[config.mk]
export PLATFORM = sky130hd
export DESIGN_NAME = rc4_key_search_ctrl
export DESIGN_NICKNAME = d
export VERILOG_FILES = /design/src/rtl/rc4_pkg.sv /design/src/rtl/rc4_key_search_ctrl.sv
export SDC_FILE = /design/constraint.sdc
export NUM_CORES = 1
export LEC_CHECK = 0
export CORE_ASPECT_RATIO = 0.7
export CORE_MARGIN = 5
export CORE_UTILIZATION = 55
export DETAILED_ROUTE_END_ITERATION = 8
export HOLD_SLACK_MARGIN = 0.05
export PLACE_DENSITY = 0.88
export SKIP_CTS_REPAIR_TIMING = 1
export SLEW_MARGIN = 20
export SYNTH_ARGS = -nofsm -noshare
export SYNTH_HDL_FRONTEND = slang
export SYNTH_SLANG_ARGS = --single-unit
[constraint.sdc]
create_clock -name clk -period 4.5 [get_ports clk]
set_input_delay 0.9 -clock clk [delete_from_list [all_inputs] [get_ports clk]]
set_output_delay 0.9 -clock clk [all_outputs]
set_load 0.01 [all_outputs]
[src/rtl/rc4_pkg.sv]
// Shared types and defaults for the RC4 brute-force key search controller.
// Contents: search_state_t (controller states), KEY_WIDTH_DEFAULT,
// KEYSPACE_LAST_DEFAULT (22-bit search space), TIMEOUT_DEFAULT (watchdog limit).
package rc4_pkg;

  localparam int unsigned KEY_WIDTH_DEFAULT     = 24;
  localparam logic [23:0] KEYSPACE_LAST_DEFAULT = 24'h3FFFFF;
  localparam int unsigned TIMEOUT_DEFAULT       = 4096;

  typedef enum logic [3:0] {
    ST_IDLE,
    ST_LAUNCH_CORE,
    ST_WAIT_CORE,
    ST_LAUNCH_CHECK,
    ST_WAIT_CHECK,
    ST_NEXT_KEY,
    ST_FOUND,
    ST_EXHAUSTED,
    ST_FAULT
  } search_state_t;

endpackage

[src/rtl/rc4_key_search_ctrl.sv]
// Brute-force RC4 key search scheduler. Sweeps candidate keys from KEY_START to
// KEY_LAST, launching the RC4 core then the message checker for each key, and
// stops on the first passing key or when the keyspace is exhausted.
//
// Ports:
//   clk, reset      clock; synchronous active-high reset
//   start           level; begins a search from IDLE, releases terminal states when low
//   core_done       RC4 core finished decrypting the current key
//   check_done      checker finished; check_pass is its verdict
//   key             current candidate key (stable from launch until NEXT_KEY)
//   core_start      one-cycle pulse launching the RC4 core
//   check_start     one-cycle pulse launching the checker
//   busy            search in progress
//   found           sticky: key holds the passing key
//   exhausted       sticky: KEY_LAST tried without a pass
//   timeout_err     sticky: core or checker never answered
//
// Build option: define RC4_SEARCH_TIMEOUT_EN to add a watchdog on both wait
// states (TIMEOUT cycles). Without it waits are unbounded and timeout_err is 0.
module rc4_key_search_ctrl
  import rc4_pkg::*;
#(
  parameter int unsigned          KEY_WIDTH = KEY_WIDTH_DEFAULT,
  parameter logic [KEY_WIDTH-1:0] KEY_START = '0,
  parameter logic [KEY_WIDTH-1:0] KEY_LAST  = KEY_WIDTH'(KEYSPACE_LAST_DEFAULT),
  parameter int unsigned          TIMEOUT   = TIMEOUT_DEFAULT
) (
  input  logic                 clk,
  input  logic                 reset,
  input  logic                 start,
  input  logic                 core_done,
  input  logic                 check_done,
  input  logic                 check_pass,
  output logic [KEY_WIDTH-1:0] key,
  output logic                 core_start,
  output logic                 check_start,
  output logic                 busy,
  output logic                 found,
  output logic                 exhausted,
  output logic                 timeout_err
);

  search_state_t state;

`ifdef RC4_SEARCH_TIMEOUT_EN
  localparam int unsigned WD_W = $clog2(TIMEOUT + 1);

  logic [WD_W-1:0] wd_cnt;
  logic            wd_expired;

  assign wd_expired = (wd_cnt == WD_W'(TIMEOUT - 1));
`else
  logic unused_timeout;

  assign unused_timeout = (TIMEOUT == 0);
  assign timeout_err    = 1'b0;
`endif

  // Search sequencer; pulses default low so each launch lasts exactly one cycle.
  always_ff @(posedge clk) begin
    if (reset) begin
      state       <= ST_IDLE;
      key         <= KEY_START;
      core_start  <= 1'b0;
      check_start <= 1'b0;
      busy        <= 1'b0;
      found       <= 1'b0;
      exhausted   <= 1'b0;
`ifdef RC4_SEARCH_TIMEOUT_EN
      timeout_err <= 1'b0;
      wd_cnt      <= '0;
`endif
    end else begin
      core_start  <= 1'b0;
      check_start <= 1'b0;

      unique case (state)
        ST_IDLE: begin
          if (start) begin
            key        <= KEY_START;
            busy       <= 1'b1;
            core_start <= 1'b1;
            state      <= ST_LAUNCH_CORE;
          end
        end

        ST_LAUNCH_CORE: begin
          state <= ST_WAIT_CORE;
`ifdef RC4_SEARCH_TIMEOUT_EN
          wd_cnt <= '0;
`endif
        end

        // check_done is deliberately not looked at here.
        ST_WAIT_CORE: begin
          if (core_done) begin
            check_start <= 1'b1;
            state       <= ST_LAUNCH_CHECK;
          end
`ifdef RC4_SEARCH_TIMEOUT_EN
          else if (wd_expired) begin
            busy        <= 1'b0;
            timeout_err <= 1'b1;
            state       <= ST_FAULT;
          end else begin
            wd_cnt <= wd_cnt + WD_W'(1);
          end
`endif
        end

        ST_LAUNCH_CHECK: begin
          state <= ST_WAIT_CHECK;
`ifdef RC4_SEARCH_TIMEOUT_EN
          wd_cnt <= '0;
`endif
        end

        ST_WAIT_CHECK: begin
          if (check_done) begin
            if (check_pass) begin
              busy  <= 1'b0;
              found <= 1'b1;
              state <= ST_FOUND;
            end else if (key == KEY_LAST) begin
              busy      <= 1'b0;
              exhausted <= 1'b1;
              state     <= ST_EXHAUSTED;
            end else begin
              state <= ST_NEXT_KEY;
            end
          end
`ifdef RC4_SEARCH_TIMEOUT_EN
          else if (wd_expired) begin
            busy        <= 1'b0;
            timeout_err <= 1'b1;
            state       <= ST_FAULT;
          end else begin
            wd_cnt <= wd_cnt + WD_W'(1);
          end
`endif
        end

        // KEY_LAST stops the sweep before this increment could wrap.
        ST_NEXT_KEY: begin
          key        <= key + KEY_WIDTH'(1);
          core_start <= 1'b1;
          state      <= ST_LAUNCH_CORE;
        end

        // Terminal states hold their result until start is released.
        ST_FOUND, ST_EXHAUSTED, ST_FAULT: begin
          if (!start) begin
            found     <= 1'b0;
            exhausted <= 1'b0;
`ifdef RC4_SEARCH_TIMEOUT_EN
            timeout_err <= 1'b0;
`endif
            state     <= ST_IDLE;
          end
        end

        default: state <= ST_IDLE;
      endcase
    end
  end

endmodule
==> out/qor.yml <==
clocking:
  htree_num_levels: 2
  clockBufferDepth: 2
  cts.sinks: 32
  clk_pin_slew_worst_paths_ps: 60
  cts_tree: "done"
  insertion_delay_ps: 290
  cts_buffers: 5
  cts-root-buf: "clkbuf_8"
sta:
  worst_pin_slew_ps: 722.5
  whs_ps: 486.6
  finalSetupViolCount: 0
  fmax_mhz: 396.8
  layout_worst_path_cycle_share: 0.5601
  rsz0062_at_grt: "no"
  finalCriticalPeriod_ps: 2520
  max_slew_margin: 0.5168
  hold_viol: 0
  maxSlewViolCount: 0
  finClkSkew_ps: 5.453
  fin_tns_setup_ps: 0
critical_path:
  r2r_start: "state[2]"
  reg2reg_to: "key[11]"
  crit_fanout: 22
  crit_path_end_kind: "register"
  path_cells: "clkdlybuf4s50_1, inv_1, and3_1, mux2_2"
  startpoint: "reset"
  r2r_cells: 4
  critPathLaunchType: "primary input"
  arrival_ps: 2700
  crit_slowest_cell: "clkdlybuf4s50_1"
  rrSetupSlack_ps: 2520
  critPathRequiredTime_ps: 4680
  path_class: "primary input to register"
  max_stage_delay_ps: 940
  crit_path_end: "key[20]"
global_route:
  grt_busiest_layer: "met1"
  met2_usage: 0.2818
  grtUsageMet3: 0.07098
  grt_pass1_wl_um: 7369
  grtUsageMet1: 0.2994
  track_usage: 0.2066
  grt_overflow_total: 0
  grt_pass1_vias: 1489
  antenna_found_initial: 0
  grt_max_degree: 23
detailed_routing:
  drc_errors: 0
  drtIter0Drc: 194
  wire_per_inst_um: 15.78
  drt-total-wl_um: 4387
  dr.pass1.iters: 4
  detail-route-antenna-nets: 0
  via_per_inst: 6.252
  via_count: 1738
yosys:
  synth_most_common_cell: "dfxtp_1"
  yosysWarningCount: 0
  ys_seq_area_frac: 0.3636
  synth_top_area_share: 0.3636
  syn-num-nets: 215
  synth_edf_count: 0
  ys_types: 54
  yosys_register_bits: 32
  synth_top_family_by_area: "simple AND/OR/NAND/NOR gates"
  syn-cell-area_um2: 1762
  synth_top_area_cell: "dfxtp_1"
  muxShareOfSynthArea: 0.06463
  synth-xor-area-share: 0.009943
  synthAdderAreaFrac: 0.007102
  synthCells: 208
  synth-simple-area-share: 0.3516
  yosys-top-cells-area: "dfxtp_1, nor2_1, mux2i_1"
  ys_dominant_reg_cell: "dfxtp_1"
  ys_top_cells_by_count: "dfxtp_1, nor2_1, nand2_1"
  synth_compound_area_frac: 0.1513
  syn-mean-instance-area_um2: 8.470
  postSynth.asyncResetShare: 0
pwr:
  p_total_uw: 727.9
  leakage_nw: 0.8441
  cellPowerDensity_nw_per_um2: 333.6
  irDropWorstVdd_uv: 280.3
finish:
  nNetsFinal: 246
  antenna_cells: 0
  drive_above_1_share: 0.1167
  areaGrowthSynthToFinish_pct: 23.86
die:
  floorplan.initialDensity: 0.5673
  core_um2: 3105
  die-area_um2: 4453
  num_rows: 17
  die_y_um: 57.35
  pin_count: 36
  chipWidth_um: 77.65
placement:
  place.gp.congestion: 0.8778
  dpl.hpwl_um: 3091
  portBuffers: 34
min_path:
  hold_start: "key[21]"
  hold_path_class: "register to register"
run_status:
  status: "finished, final reports clean"
run:
  drv_cap: 0
==> flip-flops by register name, indices dropped and copies added (netlist names) <==
signal       count
busy             1
check_start      1
core_start       1
exhausted        1
found            1
key             24
state            3
==> area by class of cell <==
cell class | count | area (um2)
well taps | 38 | 47.55
multi-input cells | 159 | 1033
inverters | 6 | 22.52
repair buffers | 35 | 347.8
flip-flops and latches | 32 | 640.6
fillers | 263 | 923.4
clock buffers | 8 | 90.09
==> critical path, delay by kind of cell <==
kind	cells	cell delay, ps
buffers and inverters	2	1270
and+or+nand+nor	1	260
muxes	1	260
==> worst min-delay path by stage <==
stage | end | depth (start not counted)
after floorplan | exhausted | 2
after global placement | key[21] | 2
after detailed placement | found | 2
after CTS | key[21] | 2
after global routing | key[21] | 2
final | key[21] | 2
==> power by group <==
group	switching, mW	internal, mW	leakage, nW	total (mW)
Sequential	0.0404	0.300	0.259	0.340
Clock	0.104	0.125	0.0455	0.228
Combinational	0.0806	0.0785	0.540	0.159
Total	0.225	0.503	0.844	0.728
==> metrics by stage <==
step           setup WS (ps)  cells  area [um2]  utilization
4_1_cts                 1990    278        2182       0.7027
3_3_place_gp            1667    270        2092       0.6737
5_1_grt                 1891    278        2182       0.7027
3_5_place_dp            1691    270        2092       0.6737
2_1_floorplan           2500    208        1762            -
6_report                1980    278        2182       0.7027
==> layout by cell type (no fill, tap or decap), types with 7 or more instances in the layout <==
master | synthesis | final
a21oi_1 | 9 | 9
nand3_1 | 8 | 8
clkdlybuf4s50_1 | 0 | 34
dfxtp_1 | 32 | 32
nor2_1 | 24 | 24
or2_2 | 7 | 7
nand4_1 | 12 | 12
nand2_1 | 14 | 14
and3_1 | 8 | 8
mux2i_1 | 8 | 8
==> logic make-up after synthesis <==
family / count (synthesis)
and+or+nand+nor: 106
AOI/OAI and AO/OA: 38
DFF: 32
buffers and inverters: 17
muxes: 11
xor gates and xnor gates: 2
adders and majority gates: 1
other: 1
==> per-layer routing <==
| layer | share of wire | wire length [um] |
|---|---|---|
| met3 | 0.10 | 446 |
| met1 | 0.47 | 2064 |
| met2 | 0.41 | 1810 |
| met4 | 0.015 | 65 |
| met5 | 0 | 0 |
Power figures use the tool's default switching activity.
